$ cat src/rtl/frame_writer_if.sv
// Raster pixel stream from the host side into the frame writer.
interface frame_writer_if;
    logic       in_valid;
    logic [7:0] in_data;
    logic       in_sof;
    logic       in_ready;

    modport master (output in_valid, in_data, in_sof, input in_ready);
    modport slave  (input in_valid, in_data, in_sof, output in_ready);
endinterface

$ cat src/rtl/frame_writer.sv
// Writes a raster-order pixel stream into column-major image memory
// (addr = col*IMG_HEIGHT + row) for the video generator.
module frame_writer #(
    parameter int IMG_WIDTH  = 400,
    parameter int IMG_HEIGHT = 400,
    parameter int ADDR_W     = 18
) (
    input  logic              clk,
    input  logic              rst,
    frame_writer_if.slave     pix,
    output logic              wr_en,
    output logic [ADDR_W-1:0] wr_addr,
    output logic [7:0]        wr_data,
    output logic              busy,
    output logic              frame_done,
    output logic              sync_err
);

    localparam int COL_W = (IMG_WIDTH  > 1) ? $clog2(IMG_WIDTH)  : 1;
    localparam int ROW_W = (IMG_HEIGHT > 1) ? $clog2(IMG_HEIGHT) : 1;

    typedef enum logic [1:0] {IDLE, WRITE, DONE} state_t;

    state_t            state, state_nx;
    logic [COL_W-1:0]  col, col_cur, col_nx;
    logic [ROW_W-1:0]  row, row_cur, row_nx;
    logic [ADDR_W-1:0] addr, addr_cur, addr_nx;
    logic              accept, do_write, restart, last;

    always_ff @(posedge clk) begin
        if (rst) state <= IDLE;
        else     state <= state_nx;
    end

    // An SOF (or any beat in IDLE) always lands at pixel (0,0).
    always_comb begin
        if (state == IDLE || pix.in_sof) begin
            col_cur  = '0;
            row_cur  = '0;
            addr_cur = '0;
        end else begin
            col_cur  = col;
            row_cur  = row;
            addr_cur = addr;
        end
        last = (row_cur == ROW_W'(IMG_HEIGHT - 1)) && (col_cur == COL_W'(IMG_WIDTH - 1));
        if (col_cur == COL_W'(IMG_WIDTH - 1)) begin
            col_nx  = '0;
            row_nx  = row_cur + ROW_W'(1);
            addr_nx = ADDR_W'(row_cur) + ADDR_W'(1);
        end else begin
            col_nx  = col_cur + COL_W'(1);
            row_nx  = row_cur;
            addr_nx = addr_cur + ADDR_W'(IMG_HEIGHT);
        end
    end

    always_comb begin
        state_nx     = state;
        pix.in_ready = 1'b0;
        busy         = 1'b0;
        frame_done   = 1'b0;
        accept       = 1'b0;
        do_write     = 1'b0;
        restart      = 1'b0;
        case (state)
            IDLE: begin
                pix.in_ready = !rst;
                accept       = pix.in_valid && !rst;
                if (accept && pix.in_sof) begin
                    do_write = 1'b1;
                    state_nx = last ? DONE : WRITE;
                end
            end
            WRITE: begin
                pix.in_ready = !rst;
                busy         = 1'b1;
                accept       = pix.in_valid && !rst;
                if (accept) begin
                    do_write = 1'b1;
                    if (pix.in_sof) restart = 1'b1;
                    else if (last)  state_nx = DONE;
                end
            end
            DONE: begin
                frame_done = 1'b1;
                state_nx   = IDLE;
            end
            default: state_nx = IDLE;
        endcase
    end

    always_ff @(posedge clk) begin
        if (rst) begin
            col      <= '0;
            row      <= '0;
            addr     <= '0;
            wr_en    <= 1'b0;
            wr_addr  <= '0;
            wr_data  <= '0;
            sync_err <= 1'b0;
        end else begin
            wr_en    <= do_write;
            sync_err <= restart;
            if (do_write) begin
                wr_addr <= addr_cur;
                wr_data <= pix.in_data;
                col     <= col_nx;
                row     <= row_nx;
                addr    <= addr_nx;
            end
        end
    end

endmodule

$ cat src/flat_wrapper.sv
// flat-port wrapper written by rule: the top's interface ports become plain ports
module frame_writer_flat 
#(
    parameter int IMG_WIDTH  = 400,
    parameter int IMG_HEIGHT = 400,
    parameter int ADDR_W     = 18
)
  (clk, rst, wr_en, wr_addr, wr_data, busy, frame_done, sync_err, pix_in_valid, pix_in_data, pix_in_sof, pix_in_ready);
  frame_writer_if pix_i ();
  input  logic clk;
  input  logic rst;
  output logic wr_en;
  output logic [ADDR_W-1:0] wr_addr;
  output logic [7:0] wr_data;
  output logic busy;
  output logic frame_done;
  output logic sync_err;
  input wire logic [$bits(pix_i.in_valid)-1:0] pix_in_valid;
  input wire logic [$bits(pix_i.in_data)-1:0] pix_in_data;
  input wire logic [$bits(pix_i.in_sof)-1:0] pix_in_sof;
  output wire logic [$bits(pix_i.in_ready)-1:0] pix_in_ready;
  assign pix_i.in_valid = pix_in_valid;
  assign pix_i.in_data = pix_in_data;
  assign pix_i.in_sof = pix_in_sof;
  assign pix_in_ready = pix_i.in_ready;
  frame_writer #(.IMG_WIDTH(IMG_WIDTH), .IMG_HEIGHT(IMG_HEIGHT), .ADDR_W(ADDR_W)) u_core (.clk(clk), .rst(rst), .pix(pix_i), .wr_en(wr_en), .wr_addr(wr_addr), .wr_data(wr_data), .busy(busy), .frame_done(frame_done), .sync_err(sync_err));
endmodule
$ cat config.mk
export PLATFORM = sky130hd
export DESIGN_NAME = frame_writer_flat
export DESIGN_NICKNAME = d
export VERILOG_FILES = /design/src/rtl/frame_writer_if.sv /design/src/rtl/frame_writer.sv /design/src/flat_wrapper.sv
export SDC_FILE = /design/constraint.sdc
export NUM_CORES = 1
export LEC_CHECK = 0
export CORE_MARGIN = 2
export CORE_UTILIZATION = 43
export DETAILED_ROUTE_END_ITERATION = 10
export GPL_TIMING_DRIVEN = 0
export PLACE_DENSITY_LB_ADDON = 0.08
export SLEW_MARGIN = 20
export SYNTH_ARGS = -nofsm -noshare
export SYNTH_HDL_FRONTEND = slang
export SYNTH_SLANG_ARGS = --single-unit
$ cat constraint.sdc
create_clock -name clk -period 3.8 [get_ports clk]
set_clock_uncertainty 0.05 [all_clocks]
set_input_delay 1.14 -clock clk [delete_from_list [all_inputs] [get_ports clk]]
set_output_delay 1.14 -clock clk [all_outputs]
set_load 0.02 [all_outputs]
Word level (Yosys, flattened, before mapping)
Cells that the tools add are included.

operators by class
  add/subtract/negate cells = 4
  equality and inequality tests = 8
  multiplexer cells = 19
  bitwise gates (word level) = 2
  reduce and logical (&&, ||, !) cells = 9

operators by type and width
  cell                                                                    number
  18-bit 2-to-1 mux                                                       2
  9-bit 2-to-1 mux                                                        4
  18-bit by 9-bit adder with 18-bit output (second input constant)        1
  9-bit by 1-bit adder with 9-bit output (second input constant)          2
  9-bit equality test (second input constant)                             2
  9-bit by 1-bit adder with 10-bit output (second input constant)         1
  2-bit 2-to-1 mux                                                        5
  1-bit 2-to-1 mux                                                        6
  2-bit by 1-bit != test with 1-bit output (second input constant)        2
  2-bit != test (second input constant)                                   2
  2-bit one-hot mux with 2 select lines                                   1
  4-bit AND reduction                                                     1
  1-bit logical AND                                                       3
  3-bit OR reduction                                                      1
  2-bit by 1-bit equality test with 1-bit output (second input constant)  1
  2-bit equality test (second input constant)                             1
  2-bit logical NOT                                                       1
  1-bit inverter                                                          2
  1-bit one-hot mux with 2 select lines                                   1
  2-bit OR reduction                                                      1
  1-bit logical NOT                                                       1
  1-bit logical OR                                                        1

storage, ports and cells
  bits in registers = 66
  bits of input ports = 12
  output and inout bits = 31
  logic and storage cells = 50

Longest topological paths before layout
  depth in word-level cells = 9
  gate-level depth with buffers = 11

Worst setup path after synthesis
OpenSTA, ideal clock, no wires.

  kind = input to register
  start point = input pix_in_sof
  end point = register u_core.row[5]
  library setup time = 71 ps
  arrival time = 3276 ps
  required time = 3679 ps
  path slack = 404 ps
  stages on the path = 10
  path buffers = 2
  cell sequence = clkbuf_1 > o21ba_2 > clkbuf_1 > and2_1 > ha_1 > nand4_1 > nor2_4 > nand2_4 > or4_1 > a21oi_1

on the way
  word-level cells in the longest chain between the ends = 4
  elaborated cells between the ends (all ways) = 9
  those cells by class = add/sub (1); eq/ne (1); mux (5); reduce/logical (2)

RTL lines
  element                                                                               line                                    source
  start: declaration                                                                    flat_wrapper.sv:20                      input wire logic [$bits(pix_i.in_sof)-1:0] pix_in_sof;
  1-bit logical OR                                                                      frame_writer.sv:37                      if (state == IDLE || pix.in_sof) begin
  9-bit 2-to-1 mux                                                                      frame_writer.sv:37
  9-bit by 1-bit adder with 9-bit output / 9-bit equality test (equally long branches)  frame_writer.sv:49, frame_writer.sv:47
  9-bit 2-to-1 mux                                                                      frame_writer.sv:47                      if (col_cur == COL_W'(IMG_WIDTH - 1)) begin
  end signal: assignment                                                                frame_writer.sv:109                     row <= row_nx;
  end: declaration                                                                      frame_writer.sv:26                      logic [ROW_W-1:0] row, row_cur, row_nx;

Several ways; a longest one is shown, not always the timed one.
A chain may end at the register's enable or synchronous reset.

Worst setup path after layout
  start point = input pix_in_sof
  end point = register u_core.row[1]

The elaborated chain is that of the path after synthesis.

==> metrics.md <==
| Metric | Value |
|---|---|
| Psw | `372.4 uW` |
| CTS Root Cell | `clkbuf_8` |
| Initial Utilization | `0.4402` |
| Die height | `slightly below 90 um` |
| Switching share of power | `0.2762` |
| Maxcap violations | `0` |
| DR vias | `2865` |
| Drt initial violations | `190` |
| Via density | `5.765` |
| Crit Reg-Reg Startpoint | `u_core.state[0]` |
| Post-synth ARST share | `0` |
| Clock power share | `0.384` |
| Synth Area in Adders | `0.01262` |
| Final HPWL from detailed placement | `5851 um` |
| Final WS setup | `160.4 ps` |
| Final Non-Filler Cells | `about 500` |
| Ports | `43` |
| Nets@finish | `between 400 and 500` |
| Overall routing resource usage | `0.2327` |
| Worst path required time | `3990 ps` |
| Ys flop type | `dfxtp_1` |
| Post-synthesis register bit count | `66` |
| Sequential fraction of the synthesis area | `0.4443` |
| H-tree Lvls | `3` |
| Pwr dens | `approximately 370 nW/um^2` |
| Clk slew on worst S/H paths | `70 ps` |
| Post-Route WL | `~8400 um` |
| Final hold vios | `0` |
| Share of layout cells above drive strength 1 | `0.07194` |
| Slew Viols, Final | `0` |
| Cell row count | `30` |
| Mapped Avg Cell Area | `8.261 um^2` |
| Status | `finished clean` |
| Fin util | `0.5398` |
| Syn-to-layout area delta | `22.63%` |
| Post-synth EDFFs | `0` |
| Port buffer count | `between 40 and 50` |
| XOR/XNOR Fraction of Synth Area | `0.02650` |
| Clock Tree Buf Depth | `2` |
| Antenna cell count | `0` |
| Simple-Gate Fraction of Synth Area | `0.2364` |
| Crit share post-route | `0.9578` |
| Clk sinks | `66` |
| Worst min path class | `reg2reg` |
| CP endpoint | `u_core.row[1]` |
| Pre-antenna DRT Iters | `4` |
| Max Freq | `~270 MHz` |
| Worst-margin pin slew | `around 800 ps` |
| Synth Instances | `360` |
| Post-synthesis mux area share | `0.003786` |
| Rel. slew slack | `0.4669` |
| Post-synthesis compound-gate area fraction | `0.2322` |
| First-pass GRT wire length | `13550 um` |
| CTS tree | `done` |
| Aggregate global routing overflow | `0` |
| Cell-internal power | `between 900 and 1000 uW` |
| Routed Antenna Nets | `0` |
| GP Congestion | `0.8726` |
| Reg2reg end | `u_core.row[1]` |
| Ys Warns | `0` |
| Worst r2r path cells | `9` |
| Post-Syn Nets | `between 300 and 400` |
| Dpl ws | `-404.0 ps` |
| Die span in x | `87.17 um` |
| Reg-to-reg slack, setup | `590 ps` |
| Largest net degree at the start of global routing | `12` |
| Top-area cell type share of the netlist area | `0.4443` |
| Logic pwr share | `0.089` |
| Post-route cell area | `3647 um^2` |
| Synth cell types | `52` |
| Mapped Area | `just under 3000 um^2` |
| Maximum VDD drop | `around 0.22 mV` |
| Worst-Skew Late Latency | `350 ps` |
| Most frequent cells in the layout | `dfxtp_1, nand2_1, clkdlybuf4s50_1` |
| CP startpoint | `pix_in_sof` |
| Crit end category | `flip-flop` |
| Final setup vio count | `0` |
| Tmin final | `around 3600 ps` |
| CP Class | `in2reg` |
| Synth area leaders | `dfxtp_1, nand2_1, nor2_1, a21oi_1, a22o_1` |
| RSZ-0062 raised after global routing | `yes` |
| Cell area after placement | `between 3000 and 4000 um^2` |
| Initial antenna violation count | `0` |
| Setup tns final | `0 ps` |
| Largest family of logic cells by synthesized area | `simple AND/OR/NAND/NOR gates` |
| Type of origin of the critical path | `input port` |
| Vias in the first global route | `2612` |
| Placed cells | `481` |
| Worst path arrival time | `3830 ps` |
| Worst-path fanout max | `10` |
| Core Box Area | `6756 um^2` |
| Sequential share of power | `0.527` |
| Post-DR wirelength/cell | `between 15 and 20 um` |
| Drt drc | `0` |
| Leak | `around 0.0013 uW` |
| Commonest non-fill, non-tap cell in the layout | `dfxtp_1` |
| Die Area | `7598 um^2` |
| CTS buffer count | `9` |
| Cell taking the most area after synthesis | `dfxtp_1` |
[power by group through the flow]
| stage | sequential, uW | clock (uW) | combinational, uW |
|---|---|---|---|
| finish | 710 | 518 | 120 |
| global route | 711 | 553 | 132 |
| CTS | 710 | 523 | 121 |
| detailed placement | 726 | 0 | 120 |
| global placement | 725 | 0 | 119 |
| floorplan | 731 | 0 | 62.9 |
[cell families (layout without fill, tap and decap cells)]
logic type      Yosys count  after routing
compound gates          104            104
buf+inv                  30             87
fa+ha+maj                 3              3
flops                    66             66
xor+xnor                  9              9
mux                       1              1
simple gates            147            147
[through the flow]
| stage | power, uW | hold WS, ps |
|---|---|---|
| floorplan | 793.8 | 366.0 |
| global placement | 844.3 | 378.9 |
| detailed placement | 846.0 | 385.9 |
| CTS | 1354 | 396.5 |
| global route | 1396 | 417.0 |
| finish | 1348 | 394.9 |
[worst max-delay path, cell delays in order]
cell	delay [ps]
clkbuf_1	180
o21ba_2	420
clkbuf_2	310
and2_1	170
ha_1	210
nand4_1	280
o21ai_1	480
a21oi_1	320
a22o_1	310
[state kept, by name (all words and copies together), names as in the netlist]
register	flops
u_core.sync_err	1
u_core.wr_data	8
u_core.wr_addr	18
u_core.col	9
u_core.state	2
u_core.wr_en	1
u_core.addr	18
u_core.row	9
[synthesized netlist by cell type, types with 2 or more instances]
| master | count |
|---|---|
| a21oi_1 | 25 |
| o21ai_1 | 3 |
| nor3_1 | 16 |
| clkbuf_1 | 12 |
| a211oi_1 | 2 |
| o21a_1 | 2 |
| ha_1 | 3 |
| nand2_1 | 53 |
| a22o_1 | 13 |
| nor2_1 | 37 |
| nor4_1 | 4 |
| nand3_1 | 9 |
| a22oi_1 | 11 |
| inv_1 | 12 |
| or4_1 | 2 |
| xnor2_1 | 4 |
| and2_1 | 6 |
| dfxtp_1 | 66 |
| buf_2 | 3 |
| buf_6 | 2 |
| o21ai_0 | 22 |
| or3_1 | 4 |
| a32o_1 | 2 |
| a311oi_1 | 2 |
| a31oi_1 | 5 |
| nand4_1 | 3 |
| nor3_4 | 2 |
| o221ai_1 | 2 |
| xor2_1 | 5 |
| nand2b_1 | 4 |
| o22ai_1 | 3 |
[how the worst min path moves through the flow]
stage,startpoint,endpoint,slack [ps],cells past startpoint
finish,u_core.addr[0],u_core.addr[0],390,2
global route,u_core.addr[0],u_core.addr[0],420,2
CTS,u_core.addr[0],u_core.addr[0],400,2
detailed placement,u_core.addr[0],u_core.addr[0],390,2
global placement,u_core.addr[0],u_core.addr[0],380,2
floorplan,u_core.addr[0],u_core.addr[0],370,2
[routing by layer]
layer,GRT usage,wire length [um],vias up
met5,0,0,-
met2,0.3477,3631,83
met1,0.3310,4109,1374
met4,0.08392,125,0
met3,0.05024,483,10
li1,-,-,1398
[cell type report]
cell class              instances  area, um^2
multi-input cells             264        1521
flip-flops and latches         66        1321
plain buffers                  18       88.84
repair buffers                 41       409.1
clock inverters                 6       33.78
well taps                      80       100.1
fillers                       682        3109
inverters                      12       45.04
clock buffers                  10       127.6
[timing repair]
action                     CTS  global route
setup endpoints to repair    6             8
gates resized for setup      3             0
hold buffers                 0             0
setup buffers                0             0
(Power assumes the default switching activity.)
==> patch (same flow settings) <==
`IMG_HEIGHT` is set to 400 in 2 places; all go to 800.
--- a/src/rtl/frame_writer.sv
+++ b/src/rtl/frame_writer.sv
@@ -3,5 +3,5 @@
 module frame_writer #(
     parameter int IMG_WIDTH  = 400,
-    parameter int IMG_HEIGHT = 400,
+    parameter int IMG_HEIGHT = 800,
     parameter int ADDR_W     = 18
 ) (
--- a/src/flat_wrapper.sv
+++ b/src/flat_wrapper.sv
@@ -3,5 +3,5 @@
 #(
     parameter int IMG_WIDTH  = 400,
-    parameter int IMG_HEIGHT = 400,
+    parameter int IMG_HEIGHT = 800,
     parameter int ADDR_W     = 18
 )
Formal check against the unedited RTL: not equivalent (Yosys sat finds a counterexample within 4 cycles, from zero or initial values and one cycle with rst high).
==> patch against the unedited design <==
Sequential power grew 1%. Wire length shrank 4.7%. Non-clock buffer count grew 7. Sequential cell count grew 1. Core utilization grew 2.4 points. Cell area grew 6.2%. Area after synthesis grew 3.5%. Worst setup slack lost 57 ps. Total power grew 6.6%. Fmax shrank 1.5%. Count of clock-buffer cells in the layout shrank 1. Clock power grew 16%. Largest cell class unchanged. Highest routed layer unchanged.
==> patch: results <==
[finish]
nFillCells = 660
stdcell_count = 515
nNetsFinal = 429
top_regs = u_core.addr x18, u_core.wr_addr x18, u_core.row x10
drive_above_1_share = 0.100

[setup_path]
ff2ff_path_depth = 10
crit_end = pix_in_ready
r2r-end = u_core.addr[13]$_SDFFE_PP0P_
worstReg2RegStart = u_core.state[1]$_SDFFE_PP0P_
crit_path_max_fanout = 5
rrSetupSlack_ps = 1030
startpoint = rst

[routing]
drt-initial-drc-count = 216
wl_um = 7960
vias = 2897

[global_routing]
grt_pass1_vias = 2586
grt_max_degree = 14
grt_use_total = 0.215
grt_pass1_wl_um = 12700

[place]
hpwlAfterDp_um = 5590
dp_cells = 497
placed_cell_area_sq_um = 3620
port_buffers = 42
gp_congestion = 0.895

[synthesis]
ys_top_cells_by_count = dfxtp_1, nand2_1, o21ai_0
synth_cell_types = 57

[outcome]
status = finished clean

[pwr]
irDropWorstVdd_mv = 0.190

[timing]
setup_ws_ps = 104
worst_pin_slew_ps = 942
## patch: where the power goes
group | leakage [nW] | internal (mW) | switching (mW)
Combinational | 0.759 | 0.0463 | 0.0678
Sequential | 0.542 | 0.712 | 0.00802
Clock | 0.0962 | 0.307 | 0.296
## patch: layer usage
layer,part of all wire,wire (um),GRT usage
met5,0,0,0
met4,0.019,154,0.0964
met3,0.059,472,0.0494
met2,0.46,3660,0.333
met1,0.46,3670,0.286
## patch: cell type report
type,count,area share
buffer,21,0.0275
clock inverter,7,0.0197
multi-input combinational,260,0.420
timing repair buffer,45,0.114
sequential,67,0.346
inverter,10,0.00969
clock buffer,9,0.0320
tap,96,0.0310
## patch: worst max-delay path, cell delays in order
cell and delay, ps:
clkdlybuf4s50_1 460, nor2_1 240, clkdlybuf4s50_1 670
## patch: per-stage QoR
| step | power [mW] | util | hold WS (ps) |
|---|---|---|---|
| CTS | 1.45 | 0.561 | 415 |
| floorplan | 0.799 | - | 376 |
| detailed placement | 0.850 | 0.527 | 396 |
| global placement | 0.849 | 0.527 | 393 |
| finish | 1.44 | 0.564 | 414 |
| global route | 1.49 | 0.564 | 425 |
## patch: logic make-up after synthesis
| group | synth area share |
|---|---|
| AOI/OAI and AO/OA | 0.228 |
| xor gates and xnor gates | 0.0228 |
| adders and majority gates | 0.0122 |
| buffers and inverters | 0.0467 |
| DFF | 0.436 |
| muxes | 0.00366 |
| and+or+nand+nor | 0.250 |
## patch: repair_timing
| action | CTS | global route |
|---|---|---|
| resized for setup | 4 | 3 |
| pin swaps | 1 | 1 |
| setup endpoints to repair | 38 | 24 |
| buffers inserted | 3 | 0 |
